<file path="config.mk">
export PLATFORM = sky130hd
export DESIGN_NAME = uart_rx_cfg
export DESIGN_NICKNAME = d
export VERILOG_FILES = /design/src/rtl/uart_rx_cfg.sv
export SDC_FILE = /design/constraint.sdc
export NUM_CORES = 1
export LEC_CHECK = 0
export CAP_MARGIN = 0
export CORE_MARGIN = 2
export CORE_UTILIZATION = 47
export DETAILED_ROUTE_END_ITERATION = 10
export PLACE_DENSITY_LB_ADDON = 0.05
export SKIP_LAST_GASP = 1
export SYNTH_ARGS = -nofsm -noshare
export SYNTH_HDL_FRONTEND = slang
export SYNTH_SLANG_ARGS = --single-unit
</file>
<file path="constraint.sdc">
create_clock -name clk -period 1.9 [get_ports clk]
set_input_delay 0.38 -clock clk [delete_from_list [all_inputs] [get_ports clk]]
set_output_delay 0.38 -clock clk [all_outputs]
set_load 0.01 [all_outputs]
</file>
<file path="src/rtl/uart_rx_cfg.sv">
// Configurable UART receiver: 2-flop input synchroniser, 3-sample majority vote per bit,
// parity/frame/break flags and a valid/ack handshake with sticky overrun.
module uart_rx_cfg #(
  parameter int CLKS_PER_BIT = 6944,
  parameter int DATA_BITS    = 8,
  parameter int PARITY       = 0,
  parameter int STOP_BITS    = 1,
  parameter int CNT_W        = 13
) (
  input  logic                 clk,
  input  logic                 rst_n,
  input  logic                 en,
  input  logic                 rxIn,
  input  logic                 rxAck,
  output logic [DATA_BITS-1:0] rxOut,
  output logic                 rxValid,
  output logic                 rxDone,
  output logic                 parityErr,
  output logic                 frameErr,
  output logic                 breakDet,
  output logic                 overrun,
  output logic                 busy
);

  typedef enum logic [2:0] {S_IDLE, S_START, S_DATA, S_PARITY, S_STOP} state_t;

  localparam logic [CNT_W-1:0] LP_CMAX = CNT_W'(CLKS_PER_BIT - 1);
  localparam logic [CNT_W-1:0] LP_HALF = CNT_W'((CLKS_PER_BIT - 1) / 2);
  localparam logic [CNT_W-1:0] LP_V1   = CNT_W'(CLKS_PER_BIT - 3);
  localparam logic [CNT_W-1:0] LP_V2   = CNT_W'(CLKS_PER_BIT - 2);
  localparam logic [CNT_W-1:0] LP_ONE  = CNT_W'(1);

  state_t               r_state;
  state_t               w_state_nxt;
  logic [1:0]           r_sync;
  logic [CNT_W-1:0]     r_cnt;
  logic [3:0]           r_idx;
  logic [DATA_BITS-1:0] r_shift;
  logic                 r_v1;
  logic                 r_v2;
  logic                 r_par;
  logic                 r_fe;
  logic                 r_allz;
  logic                 r_armed;
  logic                 w_rx_s;
  logic                 w_maj;
  logic                 w_tick;
  logic                 w_half;
  logic                 w_done;
  logic                 w_pcalc;
  logic                 w_perr;
  logic                 w_brk;

  function automatic logic f_maj(input logic a, input logic b, input logic c);
    return (a & b) | (a & c) | (b & c);
  endfunction

  assign w_rx_s  = r_sync[1];
  assign w_maj   = f_maj(r_v1, r_v2, w_rx_s);
  assign w_tick  = (r_cnt == LP_CMAX);
  assign w_half  = (r_cnt == LP_HALF);
  assign w_pcalc = (^r_shift) ^ r_par;
  assign w_perr  = (PARITY == 1) ? ~w_pcalc : ((PARITY == 2) ? w_pcalc : 1'b0);
  // Break includes the first stop bit, which is only decided in this same cycle for 1 stop bit.
  assign w_brk   = r_allz & ((r_idx != 4'd0) | ~w_maj);
  assign busy    = (r_state != S_IDLE);

  always_comb begin
    w_state_nxt = r_state;
    w_done      = 1'b0;
    case (r_state)
      S_IDLE:   if (!w_rx_s && r_armed) w_state_nxt = S_START;
      S_START:  if (w_half) w_state_nxt = w_rx_s ? S_IDLE : S_DATA;
      S_DATA:   if (w_tick && r_idx == 4'(DATA_BITS - 1))
                  w_state_nxt = (PARITY != 0) ? S_PARITY : S_STOP;
      S_PARITY: if (w_tick) w_state_nxt = S_STOP;
      S_STOP:   if (w_tick && r_idx == 4'(STOP_BITS - 1)) begin
                  w_state_nxt = S_IDLE;
                  w_done      = 1'b1;
                end
      default:  w_state_nxt = S_IDLE;
    endcase
    if (!en) begin
      w_state_nxt = S_IDLE;
      w_done      = 1'b0;
    end
  end

  always_ff @(posedge clk) begin
    if (!rst_n) begin
      r_sync    <= 2'b11;
      r_state   <= S_IDLE;
      r_cnt     <= '0;
      r_idx     <= '0;
      r_shift   <= '0;
      r_v1      <= 1'b0;
      r_v2      <= 1'b0;
      r_par     <= 1'b0;
      r_fe      <= 1'b0;
      r_allz    <= 1'b0;
      r_armed   <= 1'b1;
      rxOut     <= '0;
      rxValid   <= 1'b0;
      rxDone    <= 1'b0;
      parityErr <= 1'b0;
      frameErr  <= 1'b0;
      breakDet  <= 1'b0;
      overrun   <= 1'b0;
    end else begin
      r_sync  <= {r_sync[0], rxIn};
      r_state <= w_state_nxt;
      rxDone  <= w_done;
      if (w_rx_s) r_armed <= 1'b1;

      if (r_state == S_IDLE || w_state_nxt != r_state || w_tick) r_cnt <= '0;
      else                                                       r_cnt <= r_cnt + LP_ONE;
      if (w_state_nxt != r_state) r_idx <= '0;
      else if (w_tick)            r_idx <= r_idx + 4'd1;

      if (r_cnt == LP_V1) r_v1 <= w_rx_s;
      if (r_cnt == LP_V2) r_v2 <= w_rx_s;

      case (r_state)
        S_START: if (w_half) begin
          r_allz <= 1'b1;
          r_fe   <= 1'b0;
        end
        S_DATA: if (w_tick) begin
          r_shift <= {w_maj, r_shift[DATA_BITS-1:1]};
          r_allz  <= r_allz & ~w_maj;
        end
        S_PARITY: if (w_tick) begin
          r_par  <= w_maj;
          r_allz <= r_allz & ~w_maj;
        end
        S_STOP: if (w_tick) begin
          if (!w_maj) r_fe <= 1'b1;
          if (r_idx == 4'd0) r_allz <= r_allz & ~w_maj;
        end
        default: ;
      endcase

      // A completing frame takes priority over a plain ack; ack in the same cycle just cancels overrun.
      if (w_done) begin
        rxOut     <= r_shift;
        parityErr <= w_perr;
        frameErr  <= r_fe | ~w_maj;
        breakDet  <= w_brk;
        rxValid   <= 1'b1;
        overrun   <= (rxValid && rxAck) ? 1'b0 : (overrun | rxValid);
        if (w_brk) r_armed <= 1'b0;
      end else if (rxAck && rxValid) begin
        rxValid   <= 1'b0;
        overrun   <= 1'b0;
        parityErr <= 1'b0;
        frameErr  <= 1'b0;
        breakDet  <= 1'b0;
      end
    end
  end

endmodule

</file>
==> results.py <==
metrics = {
    "clocking": {
        "cts_made_buffers": 5,
        "cts_tree": "built",
        "cts_root_buf": "clkbuf_8",
        "htree_num_levels": 2,
        "clkTransAtPathRegs_ns": 0.09,
        "hold_buffers": 0,
        "clk_path_buf_depth": 2,
        "clkLatencyLatePin_ns": 0.30,
        "cts_sinks": 48,
    },
    "critical_path": {
        "crit_path_end_kind": "flop",
        "max_stage_delay_ns": 0.60,
        "cp_num_buf_inv": 0,
        "crit_required_ns": 2.09,
        "cp_cell_sequence": "or4b_4, o41ai_1, a311oi_2, nand3_1, nor2_1",
        "arrival_ns": 2.10,
        "startpoint_type": "flop",
        "cp_max_fo": 5,
        "crit_path_start": "r_cnt[6]",
        "slowest_stage": "or4b_4",
        "r2r-start": "r_cnt[6]",
        "cp_top_family": "simple AND/OR/NAND/NOR gates",
        "path_class": "reg -> reg",
    },
    "worst_hold_path": {
        "min_path_type": "reg -> reg",
        "hp-start": "r_sync[0]",
    },
    "power": {
        "clock_power_share_pct": 37.7,
        "peakVddDrop_uv": 450,
        "p_int_uw": 1340,
        "finalPower_uw": 1730,
        "switching_share_pct": 22.7,
        "power_frac_seq_pct": 58.5,
        "p_leak_uw": 0.00106,
        "p_switching_uw": 393,
        "p_comb_share_pct": 3.9,
        "power-per-cell-area_nw_per_um2": 595,
    },
    "final_layout": {
        "fillers": 382,
        "post-route-util_pct": 65.8,
        "drive_gt1_share_pct": 23.6,
        "final_cell_mix": "47 x dfxtp_1, 34 x buf_4, 29 x nand2_1",
        "final_nets": 318,
        "area.growth.synth_to_final_pct": 33.0,
        "n_antenna_cell": 0,
        "final_common_cell": "dfxtp_1",
    },
    "drt": {
        "routed_wl_mm": 4.95,
        "wire_per_inst_um": 13.7,
        "via_per_inst": 5.47,
        "drt_iter0_drc": 160,
        "ant_nets": 0,
        "first_pass_iters": 4,
        "drcViolationCount": 0,
        "via_count": 1975,
    },
    "flow_run": {
        "maxCapViolCount": 0,
    },
    "place": {
        "dp_slack_ns": -0.123,
        "gp_congestion": 0.926,
        "placement.io_buffers": 18,
        "hpwl_mm": 3.30,
    },
    "logic_synthesis": {
        "ys_seq_elements": 48,
        "synth-compound-area-share_pct": 12.5,
        "synth-xor-area-share_pct": 5.61,
        "netlist_instances": 256,
        "yosys.area_share.adder_pct": 3.32,
        "ys.flop_type": "dfxtp_1",
        "ys_types": 45,
        "yosys.area.top_type_share_pct": 44.0,
        "synthArstFlopShare_pct": 0,
        "synthMuxAreaShare_pct": 0.916,
        "synth-simple-area-share_pct": 28.9,
        "synth_edf_count": 0,
        "ys_warn_count": 0,
        "syn_area_um2": 2180,
        "synth.avg_cell_area_um2": 8.53,
        "synth_top_family_by_area": "simple AND/OR/NAND/NOR gates",
        "syn_nets": 266,
        "seq_area_frac_synth_pct": 44.0,
        "synth_top_area_cell": "dfxtp_1",
        "synth_area_leaders": "dfxtp_1 44%, nand3_1 6.2%, o21ai_0 5.0%",
    },
    "run_status": {
        "failed_checks": "setup timing",
        "outcome": "finished, violations left",
    },
    "sta": {
        "finalWorstPathRequiredPeriod_ns": 1.90,
        "fmax_ghz": 0.525,
        "rsz0062_at_grt": "yes",
        "hold_viol_final": 0,
        "layout_setup_ws_ns": -0.00328,
        "setup_violations": 1,
        "finalMaxSlewViolations": 0,
        "fin_crit_sh_pct": 100,
        "fin_skew_ns": 0.00734,
    },
    "global_route": {
        "grt_max_degree": 38,
        "grt_pass1_vias": 1770,
        "overflow": 0,
        "grtUsageTotal_pct": 19.1,
        "grt_antenna_before_repair": 0,
        "grt_first_pass_wirelength_mm": 8.02,
    },
    "floorplan": {
        "start_util_pct": 49.5,
        "io_pins": 20,
        "die_area_um2": 5210,
        "die_width_um": 72.2,
        "die_h_um": 72.2,
        "core_area_um2": 4410,
        "num_rows": 24,
    },
}
## final timing paths
| path | slack [ns] | depth (start not counted) | end |
|---|---|---|---|
| max reg2reg | -0.003 | 5 | r_idx[3] |
| min reg2reg | 0.42 | 1 | r_sync[1] |
| max | -0.003 | 5 | r_idx[3] |
| min | 0.42 | 1 | r_sync[1] |
## sequential cells by signal, summed over array words and instances (netlist names)
name	cells
r_idx	4
r_armed	1
rxDone	1
r_cnt	13
overrun	1
r_fe	1
r_sync	2
r_shift	8
rxOut	8
breakDet	1
frameErr	1
r_allz	1
r_v1	1
rxValid	1
r_v2	1
r_state	3
## cell usage after synthesis (2+ instances only)
master and number:
nor2b_1 6, clkbuf_1 6, ha_1 5, buf_4 3, nand3_1 27, nand4_1 6, nor4_1 2, inv_1 8
nand2b_1 4, nor2_1 16, dfxtp_1 48, xnor2_1 4, mux2i_1 2, o21ai_0 22, nor3_1 12, and3_1 4
a31oi_1 4, a21oi_1 5, xor2_1 10, o32a_1 2, nand2_1 29, a21boi_0 3, nor3b_1 3, buf_2 2
and2_1 2, and4_1 2
## per-stage QoR
step	hold WS, ns	cell area (um2)	std cells	TNS [ns]
4_1_cts	0.418	2730	354	-0.0423
5_1_grt	0.466	2910	361	-0.927
2_1_floorplan	0.386	2190	256	0
3_3_place_gp	0.390	2610	345	-1.04
3_5_place_dp	0.395	2610	345	-1.32
6_report	0.417	2910	361	-0.00328
## kinds of logic after synthesis
| group | count (synthesis) |
|---|---|
| simple gates | 121 |
| xor+xnor | 14 |
| other cells | 1 |
| fa+ha+maj | 6 |
| compound gates | 43 |
| flops | 48 |
| mux | 2 |
| buf+inv | 21 |
## power by group through the flow
stage / sequential, uW / combinational [uW] / clock (uW)
after global placement: 1030 / 61.6 / 0
final: 1010 / 66.5 / 651
after global routing: 1010 / 73.7 / 708
after floorplan: 1030 / 34.9 / 0
after detailed placement: 1030 / 61.6 / 0
after CTS: 1010 / 62.0 / 671
## per-layer routing
| layer | track usage (%) | routed length (um) |
|---|---|---|
| met1 | 27.0 | 2480 |
| met2 | 29.0 | 2200 |
| met3 | 4.17 | 168 |
| met4 | 6.50 | 99 |
| met5 | 0 | 0 |
## final cells by class
cell class / instances / area [um2] / area share (%)
multi-input cells: 187 / 1230 / 42.2
flip-flops and latches: 48 / 962 / 33.1
repair buffers: 58 / 524 / 18.0
clock buffers: 6 / 82.6 / 2.84
well taps: 52 / 65.1 / 2.24
inverters: 8 / 30.0 / 1.03
clock inverters: 2 / 13.8 / 0.474
## timing repair
action	CTS	global route
setup endpoints to repair	15	37
pin swaps	3	9
gates resized for setup	4	37
cloned	0	3
setup buffers	1	4
Note: power is estimated with default switching activity, not from simulation.
